<file path="config.mk">
export PLATFORM = sky130hd
export DESIGN_NAME = rom_dl_arbiter
export DESIGN_NICKNAME = d
export VERILOG_FILES = /design/src/rtl/rom_dl_pkg.sv /design/src/rtl/rom_dl_wport.sv /design/src/rtl/rom_dl_arbiter.sv
export SDC_FILE = /design/constraint.sdc
export NUM_CORES = 1
export LEC_CHECK = 0
export CORE_ASPECT_RATIO = 1.2
export CORE_UTILIZATION = 70
export CTS_BUF_LIST = sky130_fd_sc_hd__clkbuf_4 sky130_fd_sc_hd__clkbuf_8
export CTS_CLUSTER_SIZE = 40
export DETAILED_ROUTE_END_ITERATION = 7
export DONT_BUFFER_PORTS = 1
export GPL_ROUTABILITY_DRIVEN = 0
export HOLD_SLACK_MARGIN = 0.1
export PLACE_DENSITY = 0.93
export SETUP_SLACK_MARGIN = 0.1
export SLEW_MARGIN = 20
export SYNTH_ARGS = -nofsm -noshare
export SYNTH_HDL_FRONTEND = slang
export SYNTH_SLANG_ARGS = --single-unit
export TNS_END_PERCENT = 30
</file>
<file path="constraint.sdc">
create_clock -name Clk_I -period 3.83 [get_ports Clk_I]
set_clock_uncertainty 0.1 [all_clocks]
set_input_delay 0.383 -clock Clk_I [delete_from_list [all_inputs] [get_ports Clk_I]]
set_output_delay 0.383 -clock Clk_I [all_outputs]
set_load 0.02 [all_outputs]
</file>
<file path="src/rtl/rom_dl_pkg.sv">
// Shared types and constants for the ROM download arbiter.
// Covers the FSM state set, the read pipeline depth and the captured-write record.
package rom_dl_pkg;

  typedef enum logic [1:0] {
    RUN,
    LOAD,
    DRAIN,
    HOLD
  } dlState_e;

  localparam int RD_LAT = 2;

  // Width of the raw ioctl address bus.
  localparam int DL_ADDR_W = 25;

  typedef struct packed {
    logic [DL_ADDR_W-1:0] addr;
    logic [7:0]           data;
  } wrRec_t;

  // True when an ioctl address fits inside a memory of 2^addrW bytes.
  function automatic logic addrInRange(input logic [DL_ADDR_W-1:0] addr, input int addrW);
    return (addr >> addrW) == '0;
  endfunction

endpackage

</file>
<file path="src/rtl/rom_dl_wport.sv">
// Pending download write slot: holds one captured byte until the arbiter commits it,
// and counts how many cycles it has been deferred by core reads.
module rom_dl_wport
  import rom_dl_pkg::*;
#(
  parameter int MAX_DEFER = 4
) (
  input  logic   Clk_I,
  input  logic   Reset_n,
  input  logic   capture_i,
  input  wrRec_t rec_i,
  input  logic   grant_i,
  output logic   req_o,
  output logic   force_o,
  output logic   commit_o,
  output wrRec_t rec_o
);

  localparam int DW = (MAX_DEFER < 1) ? 1 : $clog2(MAX_DEFER + 1);

  logic          pending_q, pending_d;
  wrRec_t        rec_q, rec_d;
  logic [DW-1:0] defer_q, defer_d;

  assign req_o    = pending_q;
  assign force_o  = pending_q && (defer_q == DW'(MAX_DEFER));
  assign commit_o = pending_q && grant_i;
  assign rec_o    = rec_q;

  // A pending write that is not granted this cycle lost to a core read.
  always_comb begin
    pending_d = pending_q;
    rec_d     = rec_q;
    defer_d   = defer_q;
    if (commit_o) begin
      pending_d = 1'b0;
      defer_d   = '0;
    end else if (pending_q) begin
      defer_d = defer_q + DW'(1);
    end
    if (capture_i) begin
      pending_d = 1'b1;
      rec_d     = rec_i;
      defer_d   = '0;
    end
  end

  always_ff @(posedge Clk_I or negedge Reset_n) begin
    if (!Reset_n) begin
      pending_q <= 1'b0;
      rec_q     <= '0;
      defer_q   <= '0;
    end else begin
      pending_q <= pending_d;
      rec_q     <= rec_d;
      defer_q   <= defer_d;
    end
  end

endmodule

</file>
<file path="src/rtl/rom_dl_arbiter.sv">
// Shares the single-port game memory between the HPS ioctl downloader and the core,
// and holds the core in reset while a download is loading and for a while after.
module rom_dl_arbiter
  import rom_dl_pkg::*;
#(
  parameter int         ADDR_W      = 14,
  parameter logic [7:0] ROM_INDEX   = 8'd0,
  parameter int         HOLD_CYCLES = 16,
  parameter int         MAX_DEFER   = 4
) (
  input  logic              Clk_I,
  input  logic              Reset_n,
  input  logic              Dl_Active_I,
  input  logic [7:0]        Dl_Index_I,
  input  logic              Dl_Wr_I,
  input  logic [24:0]       Dl_Addr_I,
  input  logic [7:0]        Dl_Data_I,
  output logic              Dl_Wait_O,
  input  logic              Core_Rd_I,
  input  logic [ADDR_W-1:0] Core_Addr_I,
  output logic [7:0]        Core_Data_O,
  output logic              Core_Valid_O,
  output logic [ADDR_W-1:0] Ram_Addr_O,
  output logic [7:0]        Ram_Data_O,
  output logic              Ram_We_O,
  input  logic [7:0]        Ram_Data_I,
  output logic              Core_Reset_n_O,
  output logic [24:0]       Bytes_O,
  output logic [7:0]        Checksum_O,
  output logic              Err_O
);

  localparam int HCW = (HOLD_CYCLES < 2) ? 1 : $clog2(HOLD_CYCLES + 1);

  dlState_e        state_q;
  logic [HCW-1:0]  holdCnt_q;
  logic            coreRstN_q;
  logic [24:0]     bytes_q;
  logic [7:0]      checksum_q;
  logic            err_q;
  logic            dlActive_q;
  logic [RD_LAT-1:0] rdPipe_q;
  logic [7:0]      coreData_q;

  logic   wpReq, wpForce, wpCommit, wpGrant;
  wrRec_t capRec, wpRec;
  logic   inRange, idxMatch, dlRise, capture, errSet, rdGranted;
  logic   unusedAddrHi;

  assign inRange  = addrInRange(Dl_Addr_I, ADDR_W);
  assign idxMatch = (Dl_Index_I == ROM_INDEX);
  assign dlRise   = Dl_Active_I && !dlActive_q;
  assign capture  = (state_q == LOAD) && Dl_Wr_I && !wpReq && inRange;
  assign errSet   = (state_q == LOAD) && Dl_Wr_I && (wpReq || !inRange);

  assign capRec.addr = Dl_Addr_I;
  assign capRec.data = Dl_Data_I;

  // Core reads normally win; a write deferred MAX_DEFER times takes the slot and the read is dropped.
  assign wpGrant   = wpReq && (!Core_Rd_I || wpForce);
  assign rdGranted = Core_Rd_I && !wpGrant;

  rom_dl_wport #(
    .MAX_DEFER (MAX_DEFER)
  ) uWport (
    .Clk_I     (Clk_I),
    .Reset_n   (Reset_n),
    .capture_i (capture),
    .rec_i     (capRec),
    .grant_i   (wpGrant),
    .req_o     (wpReq),
    .force_o   (wpForce),
    .commit_o  (wpCommit),
    .rec_o     (wpRec)
  );

  // Captured addresses are always in range, so the upper record bits carry nothing.
  assign unusedAddrHi = ^wpRec.addr[DL_ADDR_W-1:ADDR_W];

  always_comb begin
    Ram_Addr_O = wpRec.addr[ADDR_W-1:0];
    Ram_Data_O = wpRec.data;
    Ram_We_O   = wpGrant;
    if (rdGranted) begin
      Ram_Addr_O = Core_Addr_I;
    end
  end

  always_ff @(posedge Clk_I or negedge Reset_n) begin
    if (!Reset_n) begin
      state_q    <= HOLD;
      holdCnt_q  <= '0;
      coreRstN_q <= 1'b0;
      bytes_q    <= '0;
      checksum_q <= '0;
      err_q      <= 1'b0;
      dlActive_q <= 1'b0;
    end else begin
      dlActive_q <= Dl_Active_I;
      if (wpCommit) begin
        bytes_q    <= bytes_q + 25'd1;
        checksum_q <= checksum_q + wpRec.data;
      end
      if (errSet) begin
        err_q <= 1'b1;
      end
      // Entering LOAD clears the statistics; that clear overrides a same-cycle commit.
      case (state_q)
        RUN: begin
          coreRstN_q <= 1'b1;
          if (Dl_Active_I && idxMatch) begin
            state_q    <= LOAD;
            coreRstN_q <= 1'b0;
            bytes_q    <= '0;
            checksum_q <= '0;
            err_q      <= 1'b0;
          end
        end
        LOAD: begin
          if (!Dl_Active_I) begin
            state_q <= DRAIN;
          end
        end
        DRAIN: begin
          if (dlRise && idxMatch) begin
            state_q    <= LOAD;
            bytes_q    <= '0;
            checksum_q <= '0;
            err_q      <= 1'b0;
          end else if (!wpReq) begin
            state_q   <= HOLD;
            holdCnt_q <= '0;
          end
        end
        HOLD: begin
          if (dlRise && idxMatch) begin
            state_q    <= LOAD;
            bytes_q    <= '0;
            checksum_q <= '0;
            err_q      <= 1'b0;
          end else if (holdCnt_q == HCW'(HOLD_CYCLES - 1)) begin
            state_q    <= RUN;
            coreRstN_q <= 1'b1;
          end else begin
            holdCnt_q <= holdCnt_q + HCW'(1);
          end
        end
        default: begin
          state_q <= HOLD;
        end
      endcase
    end
  end

  // Stage 0 marks a read whose address reached the memory; its data lands one cycle later.
  always_ff @(posedge Clk_I or negedge Reset_n) begin
    if (!Reset_n) begin
      rdPipe_q   <= '0;
      coreData_q <= '0;
    end else begin
      rdPipe_q <= {rdPipe_q[RD_LAT-2:0], rdGranted};
      if (rdPipe_q[RD_LAT-2]) begin
        coreData_q <= Ram_Data_I;
      end
    end
  end

  assign Dl_Wait_O      = wpReq;
  assign Core_Valid_O   = rdPipe_q[RD_LAT-1];
  assign Core_Data_O    = coreData_q;
  assign Core_Reset_n_O = coreRstN_q;
  assign Bytes_O        = bytes_q;
  assign Checksum_O     = checksum_q;
  assign Err_O          = err_q;

endmodule

</file>
==> implementation parameters, run 1 <==
Parameter                              Value

Final layout
  Area of combinational cells with multiple inputs ... 0.001941 mm^2
  Net count, final ... 498
  Fillers ... 339
  Fraction of layout cells with a size suffix above 1 ... 13.51%
  Diodes inserted ... 0
  Seq. cell area ... 0.001979 mm^2
  Post-layout util ... 81.21%
  Layout overhead on the synthesized area ... 11.93%

Global route
  Pin count of the biggest net entering global routing ... 80
  Global-route total usage across every layer ... 30.57%
  Vias in the first global route ... 3067
  Wire length of the first global-routing pass ... 14.26 mm
  Remaining Overflow, GRT ... 0
  Initial antenna violation count ... 0

Drt
  DRC violations left ... 0
  Router iterations before antenna repair ... 4
  Number of nets with antenna violations after routing ... 0
  Per-cell routed wire length ... 18.30 um
  Ratio of routed vias to standard cells ... 6.147
  Vias post-DR ... 3086
  Total wirelength of the detailed-routed design ... 9.185 mm
  First-iteration detailed-routing DRC count ... 245

Hold path
  Path class of the lowest-slack min-delay path ... input port to flop
  Hold wc startpoint ... Dl_Wr_I

CTS
  CTS hold repair buffers ... 32
  Number of setup buffers added after CTS ... 0
  CTS clk-pin slew, worst paths ... 0.09 ns
  Cts repair resizes ... 0
  CTS Sinks ... 79
  Clock Root Buffer ... clkbuf_8
  Num CTS Buffers ... 9
  Insertion delay of the later-clocked pin in the worst-skew pair ... 0.35 ns
  CTS tree ... yes
  Total number of H-tree levels ... 3
  Maximum clock path buffer count ... 2

Floorplan
  Placeable core area ... 0.005668 mm^2
  Number of placement rows ... 30
  Die boundary width ... 71.97 um
  Die outline height ... 85.97 um
  Initial Utilization ... 72.56%
  # IOs ... 136
  Die Footprint ... 0.006187 mm^2

Critical path
  Peak per-stage delay on the critical path ... 0.69 ns
  Critical path startpoint category ... flop
  Buffers and inverters on the worst path ... 1
  Cell repeated most along the worst path ... nand2_1
  Type of the worst setup path ... flop to output port
  Critical path endpoint ... Ram_Addr_O[10]
  Top fanout value on the critical path ... 15
  Largest delay contributor family on the critical path ... simple AND/OR/NAND/NOR gates
  Cell chain of the critical path ... nand3_1 -> nand2_1 -> inv_1 -> nand2_1 -> nand2_1
  Minimum setup slack among reg-to-reg paths ... 1.22 ns
  Worst reg-to-reg path cell count ... 7
  Data required time of the worst path ... 3.35 ns
  Worst R2R End ... Checksum_O[6]
  Slowest library cell on the worst path ... dfrtp_1
  Critical path depth in cells ... 5
  Worst Path Arrival ... 2.31 ns
  Crit path launch ... uWport.req_o
  Worst Setup End Kind ... output port
  R2r startpoint ... uWport.rec_o[0]

Power
  Clock Power Share ... 29.4%
  Switching power of the nets ... 0.6792 mW
  Leakage component of the power ... 2.242 nW
  Total power density per cell area ... 436.2 mW/mm^2
  Switching share of power ... 33.83%
  Portion of total power attributed to sequential cells ... 54.7%
  Logic pwr share ... 15.8%
  Maximum resistive drop on vdd ... 0.4215 mV
  Int Power ... 1.328 mW

Timing
  Endpoints failing hold ... 0
  Worst slew pin tran ... 0.6242 ns
  Min Tclk post-route ... 2.795 ns
  Setup-failing EPs final ... 0
  Headroom to the max-slew limit ... 58.34%
  Unrepaired setup endpoints after global routing ... no
  Maximum clock rate ... 357.8 MHz
  Final worst path period share ... 72.98%
  Final slew viol count ... 0
  Sum of negative setup slack ... 0 ns

Logic synthesis
  Leading register cell type out of synthesis ... dfrtp_1
  Count of cell types in the netlist ... 51
  Mean post-synth cell area ... 10.44 um^2
  Sequential area share after synthesis ... 48.13%
  Flip-flop and latch count after synthesis ... 79
  Number of cells produced by synthesis ... 394
  Number of nets produced by synthesis ... 475
  Async SR Flop Fraction ... 100.0%
  Post-Syn Area ... 0.004113 mm^2
  Post-synth EDFFs ... 0
  Warning count from the yosys run ... 0

Placed design
  Count of buffers inserted at the top-level ports ... 0
  DP HPWL ... 5.787 mm

Status
  Outcome ... complete, no violations

Job
  Max-cap check violation count ... 0
-- how the worst min path moves through the flow --
| stage | to | slack (ns) | depth (start not counted) |
|---|---|---|---|
| 6_report | Err_O | 0.11 | 2 |
| 5_1_grt | Err_O | 0.12 | 2 |
| 4_1_cts | Err_O | 0.10 | 2 |
| 3_5_place_dp | uWport.rec_o[5] | -0.01 | 0 |
| 3_3_place_gp | uWport.rec_o[5] | -0.01 | 0 |
| 2_1_floorplan | Bytes_O[0] | -0.01 | 0 |
-- cells in the mapped netlist (11+ instances only) --
cell type	number	share of area [%]
a21oi_1	12	1.5
dfrtp_1	77	47
ha_1	12	3.7
mux2_2	12	3.3
mux2_4	18	6.6
nand2_1	70	6.4
nand3_1	15	1.8
nand4_1	11	1.7
nor2_1	39	3.6
o21ai_0	13	1.6
xor2_1	21	4.5
-- through the flow --
step	hold slack, ns	setup WS [ns]	std cells	area (um^2)	power, mW
finish	0.1114	1.035	502	4603	2.008
global placement	-0.01116	1.431	453	4065	1.350
floorplan	-0.01259	1.624	394	4113	1.310
CTS	0.1011	1.094	501	4593	2.005
global route	0.1169	0.8402	502	4603	2.111
detailed placement	-0.01107	1.313	453	4065	1.377
-- cell type report --
cell class / instances / share of cell area, %
Clock buffer: 10 / 2.990
Clock inverter: 6 / 1.142
Inverter: 8 / 0.6524
Multi-Input combinational cell: 284 / 42.16
Sequential cell: 79 / 43.00
Tap cell: 80 / 2.175
Timing Repair Buffer: 35 / 7.883
-- layout by cell type, fill, tap and decap left out, types with 3 or more instances in the layout --
cell type,netlist,layout
a211oi_1,3,3
a21oi_1,12,12
a31oi_1,4,4
and3_1,4,4
clkbuf_8,0,10
dfrtp_1,77,77
dlygate4sd3_1,0,32
ha_1,12,12
inv_1,8,8
mux2_2,12,12
mux2_4,18,18
nand2_1,70,70
nand3_1,15,15
nand4_1,11,11
nor2_1,39,39
nor3_1,3,3
nor4_1,3,3
nor4_4,3,3
o211ai_1,5,5
o21ai_0,13,13
xnor2_1,8,8
xor2_1,21,21
-- flip-flops by register name, summed over array words and instances (netlist names) --
name            flops
Err_O               1
rdPipe_q            2
uWport.req_o        1
uWport.defer_q      3
Core_Reset_n_O      1
Bytes_O            25
Checksum_O          8
uWport.rec_o       22
state_q             2
dlActive_q          1
Core_Data_O         8
holdCnt_q           5
-- power groups by stage --
stage | registers, mW | clock network, mW | logic [mW]
floorplan | 1.07 | 0 | 0.245
global placement | 1.10 | 0 | 0.246
detailed placement | 1.11 | 0 | 0.265
CTS | 1.10 | 0.593 | 0.314
global route | 1.12 | 0.636 | 0.358
finish | 1.10 | 0.591 | 0.318
-- cells by family (layout without fill, tap and decap cells) --
kind of cell / after synthesis / in the layout / share of synthesized area, %
DFF: 79 / 79 / 48.13
and+or+nand+nor: 161 / 161 / 18.74
xor gates and xnor gates: 29 / 29 / 6.176
buffers and inverters: 31 / 59 / 4.868
adders and majority gates: 13 / 13 / 4.137
AOI/OAI and AO/OA: 50 / 50 / 7.849
muxes: 31 / 31 / 10.10
-- metal layers --
| metal | GRT usage [%] | share of wire (%) | up-vias |
|---|---|---|---|
| met5 | 0 | 0 | - |
| met4 | 14.26 | 2.2 | 0 |
| met3 | 9.048 | 5.9 | 21 |
| met2 | 53.26 | 54 | 137 |
| met1 | 34.17 | 38 | 1534 |
| li1 | - | - | 1394 |
-- worst reg2reg max path: cells and delay by family (launching register included) --
family,cells,cell delay (ns)
AO/OA/AOI/OAI,4,1.07
adder cells (fa/ha/maj),2,0.73
flip-flops,1,0.50
AND/OR/NAND/NOR,1,0.07
(Power assumes the default switching activity.)
==> run 2: changes to the inputs <==
--- a/config.mk
+++ b/config.mk
@@ -6,14 +6,14 @@
 export NUM_CORES = 1
 export LEC_CHECK = 0
 export CORE_ASPECT_RATIO = 1.2
-export CORE_UTILIZATION = 70
+export CORE_UTILIZATION = 60
 export CTS_BUF_LIST = sky130_fd_sc_hd__clkbuf_4 sky130_fd_sc_hd__clkbuf_8
 export CTS_CLUSTER_SIZE = 40
 export DETAILED_ROUTE_END_ITERATION = 7
 export DONT_BUFFER_PORTS = 1
 export GPL_ROUTABILITY_DRIVEN = 0
 export HOLD_SLACK_MARGIN = 0.1
-export PLACE_DENSITY = 0.93
+export PLACE_DENSITY = 0.86
 export SETUP_SLACK_MARGIN = 0.1
 export SLEW_MARGIN = 20
 export SYNTH_ARGS = -nofsm -noshare
==> constraint.sdc (replaced) <==
create_clock -name Clk_I -period 2.45 [get_ports Clk_I]
set_clock_uncertainty 0.1 [all_clocks]
set_input_delay 0.245 -clock Clk_I [delete_from_list [all_inputs] [get_ports Clk_I]]
set_output_delay 0.245 -clock Clk_I [all_outputs]
set_load 0.02 [all_outputs]
==> run 2 against run 1 <==
Setup slack got worse by 0.86 ns. Count of clock-buffer cells in the layout increased by 1. Critical path depth up 1. Die area rose by 16%. Clock power is 100% higher. Total power up 71%. Combinational power grew 70%. Design area is 3.8% higher. Largest cell class unchanged.
==> implementation parameters, run 2 (synthesis results as in run 1) <==
Parameter                              Value

Status
  Outcome ... complete, no violations

Floorplan
  # IOs ... 136 (unchanged)
  Number of placement rows ... 32 (+6.7%)
  Die Footprint ... 0.007191 mm^2 (+16%)
  Die outline height ... 92.70 um (+7.8%)
  Initial Utilization ... 63.02% (-9.5 points)
  Placeable core area ... 0.006526 mm^2 (+15%)
  Die boundary width ... 77.58 um (+7.8%)

Timing
  Maximum clock rate ... 439.8 MHz
  Final slew viol count ... 0 (unchanged)
  Sum of negative setup slack ... 0 ns (unchanged)
  Endpoints failing hold ... 0 (unchanged)
  Worst slew pin tran ... 0.6124 ns (-0.01181 ns)
  Final worst path period share ... 92.80%
  Min Tclk post-route ... 2.274 ns
  Unrepaired setup endpoints after global routing ... yes
  Headroom to the max-slew limit ... 58.86% (+0.53 points)
  Setup-failing EPs final ... 0 (unchanged)

Critical path
  Worst R2R End ... Checksum_O[7]
  R2r startpoint ... Checksum_O[2]
  Cell chain of the critical path ... ha_1 -> o211ai_1 -> o211ai_1 -> a21oi_1 -> or4_1 -> a21oi_1
  Data required time of the worst path ... 2.63 ns (-0.72 ns)
  Slowest library cell on the worst path ... dfrtp_1
  Type of the worst setup path ... flop to flop
  Minimum setup slack among reg-to-reg paths ... 0.18 ns (-1.04 ns)
  Peak per-stage delay on the critical path ... 0.49 ns (-0.20 ns)
  Buffers and inverters on the worst path ... 0 (-1)
  Top fanout value on the critical path ... 5 (-10)
  Critical path depth in cells ... 6 (+1)
  Critical path startpoint category ... flop
  Worst Setup End Kind ... flop
  Critical path endpoint ... Checksum_O[7]
  Worst reg-to-reg path cell count ... 6 (-1)
  Worst Path Arrival ... 2.46 ns (+0.15 ns)
  Largest delay contributor family on the critical path ... compound AO/OA/AOI/OAI gates
  Crit path launch ... Checksum_O[2]

Placed design
  DP HPWL ... 6.049 mm (+4.5%)
  Count of buffers inserted at the top-level ports ... 0 (unchanged)
  Placed cell areas ... 0.004159 mm^2 (+2.3%)

Drt
  Vias post-DR ... 3031 (-1.8%)
  Number of nets with antenna violations after routing ... 0 (unchanged)
  Per-cell routed wire length ... 17.70 um (-3.2%)
  Router iterations before antenna repair ... 4 (unchanged)
  First-iteration detailed-routing DRC count ... 212 (-13%)
  DRC violations left ... 0 (unchanged)
  Ratio of routed vias to standard cells ... 5.851 (-4.8%)
  Total wirelength of the detailed-routed design ... 9.171 mm (-0.15%)

Global route
  Global-route total usage across every layer ... 26.50% (-4.1 points)
  Wire length of the first global-routing pass ... 14.67 mm (+2.9%)
  Initial antenna violation count ... 0 (unchanged)
  Vias in the first global route ... 3146 (+2.6%)
  Pin count of the biggest net entering global routing ... 80 (unchanged)
  Remaining Overflow, GRT ... 0 (unchanged)

Final layout
  Most frequent cells in the layout ... dfrtp_1, nand2_1, nor2_1
  Diodes inserted ... 0 (unchanged)
  Layout overhead on the synthesized area ... 16.12%
  Fraction of layout cells with a size suffix above 1 ... 16.17% (+2.7 points)
  Most common cell after layout, fill and taps aside ... dfrtp_1
  Number of flip-flops in the largest register ... 25 (unchanged)
  Post-layout util ... 73.18% (-8.0 points)
  Net count, final ... 509 (+2.2%)
  Fillers ... 459 (+35%)
  Non-Filler Cell Area, Final ... 0.004776 mm^2 (+3.8%)

CTS
  CTS Sinks ... 79 (unchanged)
  Total number of H-tree levels ... 3 (unchanged)
  Maximum clock path buffer count ... 2 (unchanged)
  Num CTS Buffers ... 9 (unchanged)
  CTS tree ... yes
  Insertion delay of the later-clocked pin in the worst-skew pair ... 0.35 ns (about the same)
  Clock Root Buffer ... clkbuf_8
  CTS clk-pin slew, worst paths ... 0.09 ns (about the same)

Hold path
  Path class of the lowest-slack min-delay path ... input port to flop
  Hold wc startpoint ... Dl_Addr_I[19]

Job
  Max-cap check violation count ... 0 (unchanged)

Power
  Total power density per cell area ... 718.1 mW/mm^2 (+65%)
  Maximum resistive drop on vdd ... 0.6051 mV (+44%)
  Leakage component of the power ... 2.333 nW (+4.1%)
## run 2: power by group
group	total, mW	internal (mW)	switching (mW)
combinational	0.541	0.239	0.302
sequential	1.70	1.45	0.253
clock	1.19	0.702	0.487
total	3.43	2.39	1.04
## run 2: layout make-up
type | instances | area (um^2) | share of cell area [%]
flip-flops and latches | 79 | 1979 | 41.45
clock inverters | 5 | 106.4 | 2.227
inverters | 8 | 30.03 | 0.6288
clock buffers | 11 | 138.9 | 2.908
repair buffers | 46 | 460.4 | 9.641
well taps | 85 | 106.4 | 2.227
multi-input cells | 284 | 1954 | 40.92
## run 2: worst min-delay path, delay by kind of cell
kind | cells | cell delay (ns)
AND/OR/NAND/NOR | 3 | 0.22
AO/OA/AOI/OAI | 1 | 0.09
## run 2: worst min path at each step
stage	cells after the start	end	slack, ns
after floorplan	0	Bytes_O[0]	-0.15
after CTS	4	Err_O	0.14
after global routing	4	Err_O	0.19
after detailed placement	0	Checksum_O[2]	-0.15
final	4	Err_O	0.14
after global placement	0	Checksum_O[4]	-0.15
## run 2: per-stage QoR
| step | hold slack [ns] | setup slack [ns] | total power [mW] | instances |
|---|---|---|---|---|
| after floorplan | -0.1506 | 0.2438 | 2.048 | 394 |
| after global placement | -0.1489 | 0.2775 | 2.145 | 468 |
| after detailed placement | -0.1492 | 0.2009 | 2.192 | 468 |
| after CTS | 0.1381 | 0.1026 | 3.445 | 518 |
| after global routing | 0.1889 | 0.1014 | 3.586 | 518 |
| final | 0.1434 | 0.1764 | 3.429 | 518 |
## run 2: repair_timing
item	in CTS	in global routing
hold endpoints to repair	113	0
setup buffers	0	0
setup endpoints to repair	0	5
hold buffers	34	0
gates resized for setup	0	4
## run 2: per-layer routing
metal / track usage (%) / wire length (um)
met5: 0 / 0
met4: 12.42 / 204
met3: 6.601 / 514
met2: 45.21 / 4831
met1: 31.23 / 3621
